===== config.mk =====
export PLATFORM = sky130hd
export DESIGN_NAME = booth_sequencer
export DESIGN_NICKNAME = d
export VERILOG_FILES = /design/src/rtl/booth_sequencer.sv
export SDC_FILE = /design/constraint.sdc
export NUM_CORES = 1
export LEC_CHECK = 0
export CAP_MARGIN = 25
export CORE_AREA = 2 2 39 41
export CTS_CLUSTER_DIAMETER = 150
export CTS_CLUSTER_SIZE = 40
export DETAILED_ROUTE_END_ITERATION = 10
export DIE_AREA = 0 0 41 43
export PLACE_DENSITY_LB_ADDON = 0.2
export SLEW_MARGIN = 20
export SYNTH_ARGS = -nofsm -noshare
export SYNTH_HDL_FRONTEND = slang
export SYNTH_SLANG_ARGS = --single-unit

===== constraint.sdc =====
create_clock -name clk -period 3.75 [get_ports clk]
set_input_delay 0.75 -clock clk [delete_from_list [all_inputs] [get_ports clk]]
set_output_delay 0.75 -clock clk [all_outputs]
set_load 0.005 [all_outputs]

===== src/rtl/booth_sequencer.sv =====
// Control FSM for a radix-2 Booth multiplier: sequences load, add/subtract
// and shift commands to the multiplier and accumulator registers.
module booth_sequencer #(
    parameter int N  = 4,
    parameter int CW = $clog2(N+1)
) (
    input  logic clk,
    input  logic rst,
    input  logic start,
    input  logic x0,
    output logic ldx,
    output logic ldy,
    output logic clra,
    output logic lda,
    output logic sub,
    output logic shrx,
    output logic shra,
    output logic busy,
    output logic done,
    output logic q_prev
);

    localparam logic [2:0] S_IDLE  = 3'd0;
    localparam logic [2:0] S_LOAD  = 3'd1;
    localparam logic [2:0] S_EVAL  = 3'd2;
    localparam logic [2:0] S_ADD   = 3'd3;
    localparam logic [2:0] S_SHIFT = 3'd4;
    localparam logic [2:0] S_DONE  = 3'd5;

    localparam logic [CW-1:0] C_N   = CW'(N);
    localparam logic [CW-1:0] C_ONE = CW'(1);

    logic [2:0]    r_state;
    logic [CW-1:0] r_count;
    logic          r_q_prev;
    logic          r_sub;
    logic [1:0]    w_pair;

    assign w_pair = {x0, r_q_prev};

    always_ff @(posedge clk) begin
        if (rst) begin
            r_state  <= S_IDLE;
            r_count  <= '0;
            r_q_prev <= 1'b0;
            r_sub    <= 1'b0;
        end else begin
            case (r_state)
                S_IDLE: if (start) r_state <= S_LOAD;
                S_LOAD: begin
                    r_q_prev <= 1'b0;
                    r_count  <= C_N;
                    r_state  <= S_EVAL;
                end
                S_EVAL: begin
                    // 01 -> add multiplicand, 10 -> subtract, 00/11 -> shift only
                    case (w_pair)
                        2'b01: begin r_sub <= 1'b0; r_state <= S_ADD; end
                        2'b10: begin r_sub <= 1'b1; r_state <= S_ADD; end
                        default: r_state <= S_SHIFT;
                    endcase
                end
                S_ADD: r_state <= S_SHIFT;
                S_SHIFT: begin
                    r_q_prev <= x0;
                    r_count  <= r_count - C_ONE;
                    r_state  <= (r_count == C_ONE) ? S_DONE : S_EVAL;
                end
                S_DONE:  r_state <= S_IDLE;
                default: r_state <= S_IDLE;
            endcase
        end
    end

    // Moore outputs: decoded from registered state only
    assign ldx    = (r_state == S_LOAD);
    assign ldy    = (r_state == S_LOAD);
    assign clra   = (r_state == S_LOAD);
    assign lda    = (r_state == S_ADD);
    assign sub    = (r_state == S_ADD) && r_sub;
    assign shrx   = (r_state == S_SHIFT);
    assign shra   = (r_state == S_SHIFT);
    assign done   = (r_state == S_DONE);
    assign busy   = (r_state != S_IDLE);
    assign q_prev = r_q_prev;

endmodule


==> impl_metrics.tcl, run 1 <==
set metrics [dict create \
    power_per_cell_area_mw_per_mm2 357 \
    drt-initial-drc-count 9 \
    synthFlopType "dfxtp_1" \
    ys_types 25 \
    synth_top_area_cell "dfxtp_1" \
    crit_chain "nor3b_1 -> clkdlybuf4s50_1" \
    dieArea_mm2 0.00176 \
    cts_max_path_buffers 2 \
    crit_path_max_incr_delay_ns 0.60 \
    gr-usage-all-layers_pct 13.5 \
    cts_hold_buf 0 \
    place_congestion 0.654 \
    layout.cells.non_filler 83 \
    critical_path_class "flip-flop to primary output" \
    irDropWorstVdd_uv 146 \
    cts_root_buf "clkbuf_4" \
    grt_pass1_vias 363 \
    status "finished clean" \
    cp-end-kind "primary output" \
    core_area_mm2 0.00138 \
    ys_seq_area_share_pct 32.7 \
    cts_tree "built" \
    num_rows 14 \
    setup-tns-final_ns 0 \
    ant_nets 0 \
    syn_area_per_cell_um2 8.43 \
    yosysWarnings 0 \
    p_total_mw 0.220 \
    wire_per_inst_um 11.4 \
    worst_slew_pin_slew_ns 0.529 \
    cts_sinks 8 \
    drive_above_1_share_pct 5.97 \
    routed-via-count 435 \
    vias_per_cell 5.24 \
    area_delta_synth_final_pct 25.8 \
    ioPinCount 14 \
    min_period_ns 2.62 \
    p_leak_nw 0.222 \
    wl_um 945 \
    synth_cells 58 \
    grt_max_degree 19 \
    clock_latency_ns 0.26 \
    fmax_mhz 382 \
    dieWidth_um 41 \
    slew_headroom_pct 64.7 \
    final_nets 76 \
    hold_path.class "flip-flop to flip-flop" \
    post_cts_buffers 0 \
    critPathRequiredTime_ns 3.00 \
    rsz0062_at_grt "false" \
    synthTopCellsByCount "8 x dfxtp_1, 5 x a31oi_1, 5 x o21ai_0" \
    cts_buffers 3 \
    place_hpwl_um 698 \
    startpoint_type "flip-flop" \
    setup_viol_count_final 0 \
    maxSlewViolCount 0 \
    start_util_pct 35.4 \
    post_cts_resize_count 0 \
    synth_top_area_share_pct 32.7 \
    design_area_um2 616 \
    syn-num-nets 65 \
    crit_family "buffers and inverters" \
    numPortBuffers 13 \
    htreeDepth 1 \
    synth_area_um2 489 \
    synth_most_common_cell "dfxtp_1" \
    fp.dieH_um 43 \
    maxCapViolCount 0 \
    clock_skew_ns 0.00131 \
    slowest_stage "clkdlybuf4s50_1" \
    postSynth.asyncResetShare_pct 0 \
    clk_pin_slew_ns 0.05 \
    grt-ovfl-total 0 \
    synth-seq-cells 8 \
    fin_crit_sh_pct 69.8 \
    insertedDiodeCount 0 \
    drcViolationCount 0 \
    synth_edf_count 0 \
    synth.top_cells.by_area "dfxtp_1 33%, ha_1 7.7%, a31oi_1 6.4%, o21ai_0 5.1%, buf_4 4.6%" \
    dr.pass1.iters 4 \
    dp.cells 80 \
    grt_first_pass_wirelength_um 1550 \
    antenna_found_initial 0 \
    placed_area_um2 593 \
    worstPathBufferInverterCount 1 \
    finalHoldViolations 0 \
    crit_arrival_ns 1.87 \
    critPathMaxFanout 14 \
]
-- registers in the layout, indices dropped and copies added (netlist names) --
register / cells
r_count: 3
r_state: 3
q_prev: 1
r_sub: 1
-- power by group --
| group | internal [mW] | switching [mW] | leakage, nW | total [mW] |
|---|---|---|---|---|
| registers | 0.0909 | 0.0110 | 0.0651 | 0.102 |
| clock network | 0.0367 | 0.0304 | 0.0138 | 0.0671 |
| logic | 0.0298 | 0.0210 | 0.143 | 0.0509 |
-- kinds of logic (layout without fill, tap and decap cells) --
family / after synthesis / count (layout) / synth area share (%)
buf+inv: 11 / 20 / 12.5
fa+ha+maj: 3 / 3 / 7.67
flops: 8 / 8 / 32.7
mux: 1 / 1 / 2.05
compound gates: 14 / 14 / 17.1
simple gates: 21 / 21 / 27.9
-- layout make-up --
cell class,instances,area (um2)
fill,141,768
multi-input combinational,39,268
clock buffer,3,22.5
timing repair buffer,13,130
inverter,4,15.0
tap,16,20.0
sequential,8,160
-- worst paths after layout --
check	to	startpoint	depth (start not counted)	slack, ns
max reg2reg	r_sub	q_prev	5	2.21
max	clra	r_state[0]	2	1.13
min	r_sub	r_sub	2	0.50
min reg2reg	r_sub	r_sub	2	0.50
-- worst min-delay path, cell delays in order, from the launching register on --
cell,delay [ns]
dfxtp_1,0.32
mux2i_1,0.07
nor2_1,0.07
-- cells in the final DEF (no fill, tap or decap), drive strengths merged, types with 2 or more instances in the layout --
cell,synthesis,routed
inv,4,4
nand3,4,4
and2,2,2
dfxtp,8,8
and3,2,2
nor2,3,3
o21ai,5,5
a311oi,2,2
clkdlybuf4s50,0,13
a21oi,2,2
nand3b,2,2
ha,3,3
a31oi,5,5
clkbuf,3,3
-- stage by stage --
step | worst slack, ns | util (%) | hold WS, ns
after CTS | 1.10 | 44.5 | 0.495
after floorplan | 1.92 | - | 0.447
after detailed placement | 1.37 | 42.9 | 0.480
final | 1.13 | 44.5 | 0.496
after global routing | 1.01 | 44.5 | 0.525
after global placement | 1.39 | 42.9 | 0.482
-- layer usage --
metal	routed length, um	global-route usage [%]	vias up
li1	-	-	228
met1	448	17.0	196
met2	448	17.8	7
met3	20	3.14	4
met4	27	12.0	0
met5	0	0	-
No activity file was read; power rests on OpenSTA's default activity.
==> run 2, diff against run 1 <==
Clock period 3.75 ns to 2.5 ns, I/O delays scaled along.
==> impl_metrics.tcl, run 2 (synthesized netlist as in run 1, its figures left out) <==
set metrics [dict create \
    slew_headroom_pct 62.0 \
    wl_um 1020 \
    p_leak_nw 0.237 \
    post_cts_resize_count 0 \
    cts_hold_buf 0 \
    num_rows 14 \
    clk_pin_slew_ns 0.07 \
    clock_latency_ns 0.26 \
    fin_ws_ns 0.189 \
    fillers 146 \
    seq_area_um2 160 \
    drive_above_1_share_pct 10.0 \
    grt_first_pass_wirelength_um 1700 \
    p_clk_share_pct 29.8 \
    rr_startpoint "q_prev" \
    worstHoldEndpoint "r_sub" \
    seqPwrFrac_pct 42.6 \
    cts_sinks 8 \
    hold_path.class "flip-flop to flip-flop" \
    irDropWorstVdd_uv 253 \
    rsz0062_at_grt "false" \
    maxSlewViolCount 0 \
    post_cts_buffers 0 \
    min_period_ns 2.31 \
    switching_power_mw 0.0987 \
    cts_buffers 3 \
    gr-usage-all-layers_pct 14.4 \
    numPortBuffers 13 \
    drt-initial-drc-count 5 \
    layout_commonest_cell "clkdlybuf4s50_1" \
    grt-ovfl-total 0 \
    crit_arrival_ns 1.81 \
    ant_nets 0 \
    cts_max_path_buffers 2 \
    r2r_cells 5 \
    hold-path-cell-count 2 \
    grt_pass1_vias 382 \
    timing.rr.end "r_sub" \
    status "finished clean" \
    fp.dieH_um 43 \
    grt_max_degree 14 \
    core_area_mm2 0.00138 \
    final_cell_mix "13 x clkdlybuf4s50_1, 8 x dfxtp_1, 5 x o21ai_0, 5 x a31oi_1" \
    power_per_cell_area_mw_per_mm2 537 \
    worst_slew_pin_slew_ns 0.569 \
    placed_area_um2 616 \
    start_util_pct 35.4 \
    startpoint_type "flip-flop" \
    dieWidth_um 41 \
    cts_tree "built" \
    fin_crit_sh_pct 92.5 \
    clock_skew_ns 0.0119 \
    wire_per_inst_um 11.9 \
    htreeDepth 1 \
    finalHoldViolations 0 \
    dr.pass1.iters 2 \
    cp-end-kind "primary output" \
    insertedDiodeCount 0 \
    setup-tns-final_ns 0 \
    vias_per_cell 5.23 \
    design_area_um2 638 \
    dieArea_mm2 0.00176 \
    critPathMaxFanout 13 \
    reg.largest.list "r_count (3), r_state (3)" \
    area_delta_synth_final_pct 30.4 \
    dp_slack_ns 0.401 \
    hp-start "r_sub" \
    antenna_found_initial 0 \
    setup_viol_count_final 0 \
    place_hpwl_um 753 \
    place_congestion 0.671 \
    routed-via-count 450 \
    cts_root_buf "clkbuf_4" \
    multi_input_area_um2 268 \
    netSwitchingFraction_pct 28.8 \
    critPathRequiredTime_ns 2.00 \
    final_nets 79 \
    critical_path_class "flip-flop to primary output" \
    cellInternalPower_mw 0.244 \
    power_frac_comb_pct 27.6 \
    ioPinCount 14 \
    drcViolationCount 0 \
    worst-r2r-setup-slack_ns 0.96 \
    fmax_mhz 433 \
    maxCapViolCount 0 \
]
-- run 2: power by group through the flow --
stage	sequential, mW	combinational, mW	clock, mW
final	0.146	0.0947	0.102
after global routing	0.148	0.104	0.113
after CTS	0.145	0.0960	0.105
after detailed placement	0.148	0.0958	0
after global placement	0.149	0.0958	0
after floorplan	0.144	0.0571	0
-- run 2: stage by stage --
stage | util [%] | hold slack [ns] | std cells | power [mW]
2_1_floorplan | - | 0.447 | 58 | 0.201
3_3_place_gp | 44.5 | 0.474 | 83 | 0.244
3_5_place_dp | 44.5 | 0.483 | 83 | 0.244
4_1_cts | 46.1 | 0.498 | 86 | 0.347
5_1_grt | 46.1 | 0.525 | 86 | 0.365
6_report | 46.1 | 0.496 | 86 | 0.343
-- run 2: per-layer routing --
| metal | track usage [%] | vias to the layer above | part of all wire (%) |
|---|---|---|---|
| li1 | - | 232 | - |
| met1 | 21.1 | 211 | 51 |
| met2 | 17.8 | 5 | 45 |
| met3 | 3.14 | 2 | 3.1 |
| met4 | 10.0 | 0 | 1.2 |
| met5 | 0 | - | 0 |
-- run 2: layout make-up --
type / count / share of cell area (%)
Clock buffer: 3 / 3.53
Multi-Input combinational cell: 39 / 42.0
Inverter: 4 / 2.35
Timing Repair Buffer: 16 / 23.9
Tap cell: 16 / 3.14
Sequential cell: 8 / 25.1
-- run 2: how the worst max path moves through the flow --
stage          depth (start not counted)        from  slack (ns)    end
2_1_floorplan                          4          x0        0.92  r_sub
3_3_place_gp                           5          x0        0.44  r_sub
3_5_place_dp                           5          x0        0.40  r_sub
4_1_cts                                2  r_state[2]        0.19    ldx
5_1_grt                                2  r_state[2]        0.06    ldx
6_report                               2  r_state[2]        0.19    ldx
-- run 2: critical path, stage by stage, from the launching register on --
cell and delay [ns]:
dfxtp_1 0.42, nor3b_1 0.53, clkdlybuf4s50_1 0.61
